**src/rtl/seq_ctrl_pkg.sv**
```systemverilog
// seq_ctrl_pkg: shared definitions for the run sequencer.
package seq_ctrl_pkg;
    typedef enum logic [2:0] {
        IDLE    = 3'd0,
        INIT    = 3'd1,
        EXEC    = 3'd2,
        MEMWAIT = 3'd3,
        DONE    = 3'd4
    } seq_state_t;
    localparam int MEM_LAT_DEFAULT = 2;
endpackage

```
**src/rtl/sat_counter.sv**
```systemverilog
// sat_counter: clearable up-counter that sticks at all-ones instead of wrapping.
module sat_counter #(
    parameter int W = 16
) (
    input  logic         Clk,
    input  logic         Reset,
    input  logic         clr,
    input  logic         inc,
    output logic [W-1:0] count
);
    logic [W-1:0] count_q, count_d;
    assign count_d = clr ? '0 : (inc && !(&count_q)) ? count_q + W'(1) : count_q;
    always_ff @(posedge Clk) begin
        count_q <= Reset ? '0 : count_d;
    end
    assign count = count_q;
endmodule

```
**src/rtl/seq_ctrl.sv**
```systemverilog
// seq_ctrl: run sequencer owning Start/Done, PC init, memory-wait stalls and
// once-per-instruction write gating, plus cycle/instruction performance counters.
module seq_ctrl
    import seq_ctrl_pkg::*;
#(
    parameter int MEM_LAT = MEM_LAT_DEFAULT,
    parameter int CNT_W   = 16
) (
    input  logic             Clk,
    input  logic             Reset,
    input  logic             Start,
    input  logic             Ack_i,
    input  logic             MemRd_i,
    input  logic             MemWr_i,
    output logic             PcInit,
    output logic             PcEn,
    output logic             RegWrGate,
    output logic             MemWrGate,
    output logic             Busy,
    output logic             Done,
    output logic [CNT_W-1:0] CycleCnt,
    output logic [CNT_W-1:0] InstCnt
);
    localparam logic [3:0] WAIT_LD = (MEM_LAT > 0) ? 4'(MEM_LAT - 1) : 4'd0;
    seq_state_t state_q, state_d;
    logic [3:0] wait_q, wait_d;
    logic       adv, pc_init;
    always_comb begin
        state_d = state_q;
        wait_d  = wait_q;
        adv     = 1'b0;
        pc_init = 1'b0;
        unique case (state_q)
            IDLE:    state_d = Start ? INIT : IDLE;
            INIT: begin
                pc_init = 1'b1;
                state_d = Start ? INIT : EXEC;
            end
            EXEC: begin
                if (Ack_i) begin
                    state_d = DONE;
                end else if ((MemRd_i || MemWr_i) && MEM_LAT > 0) begin
                    state_d = MEMWAIT;
                    wait_d  = WAIT_LD;
                end else begin
                    adv = 1'b1;
                end
            end
            // Decoder inputs are ignored here; PcEn=0 keeps the instruction stable.
            MEMWAIT: begin
                if (wait_q != 4'd0) begin
                    wait_d = wait_q - 4'd1;
                end else begin
                    adv     = 1'b1;
                    state_d = EXEC;
                end
            end
            DONE:    state_d = Start ? INIT : DONE;
            default: state_d = IDLE;
        endcase
    end
    always_ff @(posedge Clk) begin
        state_q <= Reset ? IDLE : state_d;
        wait_q  <= Reset ? 4'd0 : wait_d;
    end
    assign PcInit    = pc_init;
    assign PcEn      = adv;
    assign RegWrGate = adv;
    assign MemWrGate = adv;
    assign Busy      = (state_q == EXEC) || (state_q == MEMWAIT);
    assign Done      = (state_q == DONE);
    sat_counter #(.W(CNT_W)) u_cycle_cnt (
        .Clk   (Clk),
        .Reset (Reset),
        .clr   (state_q == INIT),
        .inc   (Busy),
        .count (CycleCnt)
    );
    sat_counter #(.W(CNT_W)) u_inst_cnt (
        .Clk   (Clk),
        .Reset (Reset),
        .clr   (state_q == INIT),
        .inc   (adv),
        .count (InstCnt)
    );
endmodule

```
**config.mk**
```make
export PLATFORM = sky130hd
export DESIGN_NAME = seq_ctrl
export DESIGN_NICKNAME = d
export VERILOG_FILES = /design/src/rtl/seq_ctrl_pkg.sv /design/src/rtl/sat_counter.sv /design/src/rtl/seq_ctrl.sv
export SDC_FILE = /design/constraint.sdc
export NUM_CORES = 1
export LEC_CHECK = 0
export ABC_AREA = 1
export CORE_MARGIN = 2
export CORE_UTILIZATION = 47
export CTS_CLUSTER_SIZE = 10
export DETAILED_ROUTE_END_ITERATION = 8
export HOLD_SLACK_MARGIN = 0.1
export PLACE_DENSITY = 0.79
export SYNTH_ARGS = -nofsm -noshare
export SYNTH_HDL_FRONTEND = slang
export SYNTH_HIERARCHICAL = 1
export SYNTH_SLANG_ARGS = --single-unit
```
**constraint.sdc**
```tcl
create_clock -name Clk -period 3.7 [get_ports Clk]
set_input_delay 1.11 -clock Clk [delete_from_list [all_inputs] [get_ports Clk]]
set_output_delay 1.11 -clock Clk [all_outputs]
set_load 0.02 [all_outputs]
```
Word-level counts from Yosys, hierarchy flattened
Cells that the tools add are included.
Word-level totals
  register bits: 39
  output and inout port bits: 38
  word-level logic and storage cells: 46
Operators by class
  $add $sub $neg: 3
  eq/ne operators: 9
  multiplexer cells: 16
  reductions and logical operators: 14
Operators by type and width (number)
  $add A16 B1 Y16 const B: 2
  $reduce_and A16 Y1: 2
  $pmux W3 S5: 1
  $mux W3: 4
  $mux W4: 3
  $ne A2 B2 Y1 const B: 4
  $pmux W4 S2: 1
  $eq A3 B2 Y1 const B: 2
  $mux W1: 5
  $reduce_and A4 Y1: 1
  $reduce_bool A4 Y1: 1
  $sub A4 B1 Y4 const B: 1
  $eq A3 B1 Y1 const B: 1
  $eq A3 B3 Y1 const B: 1
  $logic_not A3 Y1: 1
  $ne A3 B3 Y1 const B: 1
  $logic_and A1 B1 Y1: 2
  $logic_not A1 Y1: 2
  $logic_or A1 B1 Y1: 2
  $mux W2: 1
  $pmux W1 S2: 1
  $reduce_and A2 Y1: 1
  $reduce_bool A2 Y1: 1
  $reduce_or A2 Y1: 1

Logic depth before layout (Yosys ltp)
Gate-level depths: netlist of run 1.
  depth in word-level cells: 5
  mapped depth: 14
  depth with buffers taken out: 14

Modules after synthesis
Netlist of run 1, hierarchy kept.
Modules (own cells, without submodules)
  sat_counter: times used 2, cells each 152, area each 914.6 um^2
  seq_ctrl: times used 1, cells each 75, area each 478.0 um^2

Least setup slack after synthesis of run 1
Ideal clock, no wire load.
  path kind: input to output
  start point: input MemWr_i
  end point: output PcEn
  arrival: 2051 ps
  path slack: 539 ps
  stages: 4
  buffers on the path: 1
  path through: nor2_1 > nand3_1 > o21ai_0 > buf_4
Between the ends
  cells in the longest elaborated chain, start to end: 4
RTL lines
  start: declaration: line seq_ctrl.sv:14  | input logic MemWr_i,
  $logic_or A1 B1 Y1: line seq_ctrl.sv:42  | end else if ((MemRd_i || MemWr_i) && MEM_LAT > 0) begin
  $mux W1: line seq_ctrl.sv:42
  $mux W1: line seq_ctrl.sv:40  | if (Ack_i) begin
  $pmux W1 S2: line seq_ctrl.sv:33  | unique case (state_q)
  end: declaration: line seq_ctrl.sv:16  | output logic PcEn,
Every way passes these cells.

Worst setup path in the final report of run 1
  start point: input MemWr_i
  end point: output MemWrGate
Between the ends
  cells in the longest elaborated chain, start to end: 4
RTL lines
  $logic_or A1 B1 Y1: line seq_ctrl.sv:42
  $mux W1: line seq_ctrl.sv:42
  $mux W1: line seq_ctrl.sv:40
  $pmux W1 S2: line seq_ctrl.sv:33
  end: declaration: line seq_ctrl.sv:18  | output logic MemWrGate,
Every way passes these cells.

==> key figures, run 1 <==
Route
  – Routed WL: 5.15 mm
  – Vias: 2440
  – DR iter-0 viols: 139
  – Vias/cell: 4.93
  – Drt pass-1 iters: 4
  – WL per Instance: 10.4 um
  – # DRC: 0
  – Antenna viol nets, final: 0

Power and ir drop
  – Seq pwr share: 55.2%
  – VDD IR max: 212 uV
  – Static Leak: 1.04 nW
  – Sw power: 189 uW
  – Power consumption: about 780 uW
  – Clk pwr share: between 30% and 40%
  – Sw frac: 24.4%
  – Comb power frac: 9.7%
  – Pint: 587 uW
  – Power Density: 268 nW/um^2

Place
  – Post-DP HPWL: ~4 mm
  – GP Congestion: 0.920
  – Count of input and output buffers: 43

Critical path
  – Number of cells on the worst reg-to-reg path: 6
  – Largest delay contributor family on the critical path: buffers and inverters
  – Reg2reg end: u_cycle_cnt/count[3]
  – WS Path Type: in -> out
  – Reg2reg start: u_cycle_cnt/count[0]
  – CP max stage cell: clkdlybuf4s50_1
  – R2R setup slack: about 1.7 ns
  – CP arrival: 2.38 ns
  – Worst Setup End Kind: output port
  – Worst path bufs/invs: 3
  – Crit path from: MemWr_i
  – CP Max Fanout: 4
  – Crit path capture: MemWrGate
  – Slowest Stage Delay on Critical Path: 0.40 ns
  – Worst path required time: 2.59 ns
  – Stages on worst setup path: 6
  – Crit path cell chain: clkdlybuf4s50_1 -> nor2_1 -> nand3_1 -> o21ai_0 -> buf_4 -> dlygate4sd2_1
  – Worst setup SP type: primary input

Finish
  – Nets: 436
  – Share of cells above drive strength 1: around 7.5%
  – Commonest cells after routing, fill and taps aside: 99 x nand2_1, 95 x nor2_1, 40 x clkdlybuf4s50_1, 39 x dfxtp_1, 31 x inv_1
  – Commonest non-fill, non-tap cell in the layout: nand2_1
  – Filler Cell Count: 468
  – Layout area overhead: 25.4%
  – ANT cells: 0

Die
  – I/O pins: 44
  – Core area: 4720 um^2
  – Die H: 74.1 um
  – Starting density of the core: between 40% and 50%
  – Die W: around 74 um
  – FP Rows: 25
  – Die Area: 5490 um^2

Clock tree
  – CTS tree: done
  – Root Driver: clkbuf_8
  – Clk buf depth: 2
  – Count of clock tree sinks: 39
  – Clock latency on the worst-skew pair: 0.29 ns
  – H-tree Lvls: 2
  – Worst-path clk slew: 0.07 ns
  – Hold buffers post-CTS: 0
  – Total CTS buffers: 5

Global routing
  – GRT Util Overall: 19.8%
  – Vias in the first global route: roughly 2100
  – Largest net degree at the start of global routing: 21
  – Initial antenna violation count: 0
  – Total grt overflow: 0
  – First-pass GRT wire length: 8.71 mm

Logic synthesis
  – Warnings, synthesis: 6
  – Post-Syn Nets: 388
  – Mapped Avg Cell Area: 6.09 um^2
  – Yosys top cell area share: 33.8%
  – Synth top area cells: dfxtp_1 34%, nand2_1 16%, nor2_1 15%
  – Post-synth top area cell: dfxtp_1
  – Yosys reg bits: 39
  – Synth cell types: 22
  – Synth Cell Area: 2310 um^2
  – Syn Inst Count: around 380
  – Seq/Total Area, Yosys: 33.8%

Hold path
  – Worst Hold Class: reg -> reg
  – Hold Path Cell Cnt: 2

Timing
  – Final TNS setup: 0 ns
  – Skew final: 0.00647 ns
  – Slew Limit Fails: 0
  – RSZ-0062 raised after global routing: no
  – Slew HR: 43.7%
  – Fmax: between 200 and 300 MHz
  – Final hold vios: 0
  – Final setup vio count: 0
  – Hold WS: 0.525 ns
  – Crit path time final: 3.49 ns
  – Worst-Margin Slew: 0.842 ns
  – Final worst-path cycle share: 94.2%

Outcome
  – Outcome: finished clean

Job
  – Max Cap Viol: 0
==> logic make-up (layout without fill, tap and decap cells) <==
family	Yosys count	count (layout)	synth area share [%]
AO/OA/AOI/OAI	39	39	8.51
flip-flops	39	39	33.8
XOR/XNOR	1	1	0.380
AND/OR/NAND/NOR	256	256	48.1
buffers and inverters	41	90	7.54
adder cells (fa/ha/maj)	3	3	1.63
==> power by group through the flow <==
stage	Combinational (mW)	Sequential, mW	Clock, mW
finish	0.0754	0.429	0.272
global route	0.0851	0.429	0.299
CTS	0.0760	0.429	0.286
detailed placement	0.0763	0.439	0
global placement	0.0747	0.438	0
floorplan	0.0473	0.440	0
==> worst register-to-register path, delay by kind of cell (launching register included) <==
kind | cells | cell delay [ns]
AO/OA/AOI/OAI | 1 | 0.37
adder cells (fa/ha/maj) | 1 | 0.22
buffers and inverters | 1 | 0.05
flip-flops | 1 | 0.40
AND/OR/NAND/NOR | 3 | 0.88
==> how the worst min path moves through the flow <==
stage / startpoint / endpoint / slack, ns
CTS: wait_q[3] / wait_q[3] / 0.53
global route: wait_q[2] / wait_q[2] / 0.58
finish: wait_q[3] / wait_q[3] / 0.52
floorplan: wait_q[3] / wait_q[3] / 0.48
detailed placement: wait_q[3] / wait_q[3] / 0.52
global placement: wait_q[3] / wait_q[3] / 0.51
==> cells in the mapped netlist <==
cell type / count
ha_1: 3
nand3_2: 3
nand4_1: 8
clkinv_1: 2
buf_2: 4
dfxtp_1: 39
nor3_1: 1
nor2_1: 95
buf_4: 4
o21ai_1: 3
a31oi_1: 1
nand3b_1: 4
a21oi_1: 28
o21ai_0: 7
nand2_4: 1
inv_1: 31
nor2_2: 7
nand3_1: 29
nand2_2: 7
nand2_1: 99
xnor2_1: 1
nor2_4: 2
==> cell type report <==
cell class	instances	area (um^2)	area share (%)
clock inverter	1	5.00	0.173
inverter	33	124	4.28
sequential	39	781	27.0
multi-input combinational	299	1350	46.7
timing repair buffer	49	472	16.3
tap	67	83.8	2.90
clock buffer	7	76.3	2.64
==> flip-flops by register name, indices dropped and copies added (netlist names) <==
register           count
state_q                3
u_inst_cnt/count      16
wait_q                 4
u_cycle_cnt/count     16
==> per-stage QoR <==
step / instances / setup slack [ns] / area (um^2) / util, %
finish: 495 / 0.215 / 2890 / 61.3
CTS: 495 / 0.203 / 2890 / 61.3
detailed placement: 487 / -0.0639 / 2820 / 59.6
floorplan: 379 / 0.539 / 2310 / -
global placement: 487 / -0.0381 / 2820 / 59.6
global route: 495 / 0.0533 / 2890 / 61.3
==> timing repair <==
item / in CTS / in global routing
resized for setup: 3 / 0
hold endpoints to repair: 0 / 0
setup endpoints to repair: 3 / 0
buffers inserted: 0 / 0
==> metal layers <==
layer / track usage [%] / wire length (um) / part of all wire, %
met1: 26.3 / 2480 / 48
met2: 31.4 / 2360 / 46
met3: 4.07 / 275 / 5.3
met4: 8.08 / 47 / 0.91
met5: 0 / 0 / 0
Note: power is estimated with default switching activity, not from simulation.
==> inputs of run 2 (changes only) <==
--- a/config.mk
+++ b/config.mk
@@ -8,7 +8,6 @@
 export ABC_AREA = 1
 export CORE_MARGIN = 2
 export CORE_UTILIZATION = 47
-export CTS_CLUSTER_SIZE = 10
 export DETAILED_ROUTE_END_ITERATION = 8
 export HOLD_SLACK_MARGIN = 0.1
 export PLACE_DENSITY = 0.79
==> constraint.sdc (replaced) <==
create_clock -name Clk -period 4.2 [get_ports Clk]
set_input_delay 1.26 -clock Clk [delete_from_list [all_inputs] [get_ports Clk]]
set_output_delay 1.26 -clock Clk [all_outputs]
set_load 0.02 [all_outputs]
==> run 2 against run 1 <==
Effect of this change: sequential cell count unchanged; combinational power down 12%; clock skew down 0.0015 ns; critical path depth down 1; sequential share of layout area about the same; worst hold slack better by 0.015 ns; cell count down 0.40%; first-iteration DRC count up 21%; count of clock-buffer cells in the layout unchanged; via count up 1.1%; worst setup slack better by 0.27 ns; die area unchanged; critical path type unchanged.
==> key figures, run 2 (synthesis results as in run 1) <==
Route
  – Routed WL: 5.45 mm (+5.7%)
  – Antenna viol nets, final: 0 (unchanged)
  – WL per Instance: 11.1 um (+6.2%)
  – Vias/cell: 5.00 (+1.5%)
  – DR iter-0 viols: 168 (+21%)
  – Vias: 2466 (+1.1%)
  – Drt pass-1 iters: 4 (unchanged)
  – # DRC: 0 (unchanged)

Die
  – Die Area: 5490 um^2 (unchanged)
  – Core area: 4720 um^2 (unchanged)
  – Starting density of the core: 48.8% (unchanged)
  – Die W: 74.1 um (unchanged)
  – FP Rows: 25 (unchanged)
  – Die H: 74.1 um (unchanged)
  – I/O pins: 44 (unchanged)

Clock tree
  – Hold buffers post-CTS: 0 (unchanged)
  – Clock latency on the worst-skew pair: 0.30 ns (about the same)
  – H-tree Lvls: 2 (unchanged)
  – CTS tree: done
  – Count of clock tree sinks: 39 (unchanged)
  – Total CTS buffers: 5 (unchanged)
  – Root Driver: clkbuf_8
  – Clk buf depth: 2 (unchanged)
  – Worst-path clk slew: 0.07 ns (about the same)

Critical path
  – Worst path required time: 2.94 ns (+0.35 ns)
  – CP arrival: 2.46 ns (+0.08 ns)
  – Worst setup SP type: primary input
  – WS Path Type: in -> out
  – Worst Setup End Kind: output port
  – CP Max Fanout: 4 (unchanged)

Timing
  – Final TNS setup: 0 ns (unchanged)
  – RSZ-0062 raised after global routing: no
  – Worst setup margin: 0.484 ns (+0.270 ns)
  – Final worst-path cycle share: between 80% and 90%
  – Skew final: 0.00496 ns (-0.00152 ns)
  – Crit path time final: 3.72 ns
  – Slew Limit Fails: 0 (unchanged)
  – Fmax: 269 MHz
  – Worst-Margin Slew: 0.860 ns (+0.0180 ns)
  – Hold WS: 0.540 ns (+0.0150 ns)
  – Final setup vio count: 0 (unchanged)
  – Final hold vios: 0 (unchanged)
  – Slew HR: 42.5% (-1.2 points)

Global routing
  – First-pass GRT wire length: 8.88 mm (+2.0%)
  – Largest net degree at the start of global routing: 21 (unchanged)
  – Total grt overflow: 0 (unchanged)
  – Vias in the first global route: 2078 (-0.14%)
  – GRT Util Overall: 20.6% (+0.77 points)
  – Initial antenna violation count: 0 (unchanged)

Finish
  – Layout area overhead: 25.3%
  – ANT cells: 0 (unchanged)
  – Non-filler cells, final: 493 (-0.40%)
  – Share of cells above drive strength 1: 7.04% (-0.43 points)
  – Commonest non-fill, non-tap cell in the layout: nand2_1
  – Commonest cells after routing, fill and taps aside: 99 x nand2_1, 95 x nor2_1, 40 x clkdlybuf4s50_1, 39 x dfxtp_1, 31 x inv_1
  – Nets: 434 (-0.46%)
  – Filler Cell Count: 467 (-0.21%)

Power and ir drop
  – Power Density: 240 nW/um^2 (-11%)
  – Seq pwr share: 54.6% (-0.6 points)
  – Sw frac: 25.4% (+0.98 points)
  – Sw power: 176 uW (-7.3%)
  – Static Leak: 1.07 nW (+3.0%)
  – VDD IR max: 241 uV (+14%)
  – Comb power frac: 9.6% (about the same)
  – Pint: 517 uW (-12%)
  – Clk pwr share: 35.8% (+0.7 points)

Job
  – Max Cap Viol: 0 (unchanged)

Place
  – Post-DP HPWL: 4.08 mm (+3.5%)
  – GP Congestion: 0.896 (-2.7%)
  – DP Cell Count: 485 (-0.41%)
  – DP Worst Slack: 0.0575 ns (+0.121 ns)
  – Count of input and output buffers: 43 (unchanged)

Hold path
  – Worst Hold Class: reg -> reg

Outcome
  – Outcome: finished clean
## run 2: layout make-up
class | count | area, um^2 | area share, %
clock buffer | 7 | 76.3 | 2.64
multi-input combinational | 299 | 1350 | 46.8
sequential | 39 | 781 | 27.0
clock inverter | 1 | 5.00 | 0.173
timing repair buffer | 47 | 468 | 16.2
inverter | 33 | 124 | 4.29
tap | 67 | 83.8 | 2.90
## run 2: power by group through the flow
| stage | logic [mW] | clock network, mW | registers, mW |
|---|---|---|---|
| after CTS | 0.0670 | 0.259 | 0.378 |
| after floorplan | 0.0417 | 0 | 0.387 |
| after global routing | 0.0747 | 0.270 | 0.378 |
| after detailed placement | 0.0668 | 0 | 0.386 |
| after global placement | 0.0647 | 0 | 0.386 |
| final | 0.0666 | 0.248 | 0.378 |
## run 2: timing repair
item	CTS	global route
gates resized for setup	0	3
endpoints found under the hold margin	0	0
buffers inserted	0	0
setup endpoints to repair	0	3
## run 2: per-layer routing
metal,global-route usage [%],wire [um],vias to the layer above
li1,-,-,1298
met1,27.1,2570,1098
met2,32.7,2490,62
met3,4.07,303,8
met4,9.09,91,0
met5,0,0,-
## run 2: worst paths after layout
kind	startpoint	endpoint	slack, ns	depth (start not counted)
worst max-delay path	Ack_i	PcEn	0.48	5
worst min-delay path	u_cycle_cnt/count[5]	u_cycle_cnt/count[5]	0.54	2
worst max register to register	state_q[0]	u_inst_cnt/count[10]	1.90	12
worst min register to register	u_cycle_cnt/count[5]	u_cycle_cnt/count[5]	0.54	2
## run 2: worst max-delay path, cell delays in order
cell             delay, ns
clkdlybuf4s50_1       0.45
inv_1                 0.12
nand3_1               0.10
o21ai_0               0.22
dlymetal6s2s_1        0.30
## run 2: per-stage QoR
step / area (um^2) / total power [mW] / utilization [%]
after detailed placement: 2800 / 0.453 / 59.3
final: 2890 / 0.692 / 61.2
after global placement: 2800 / 0.451 / 59.3
after CTS: 2880 / 0.704 / 61.0
after global routing: 2890 / 0.723 / 61.2
after floorplan: 2310 / 0.429 / -
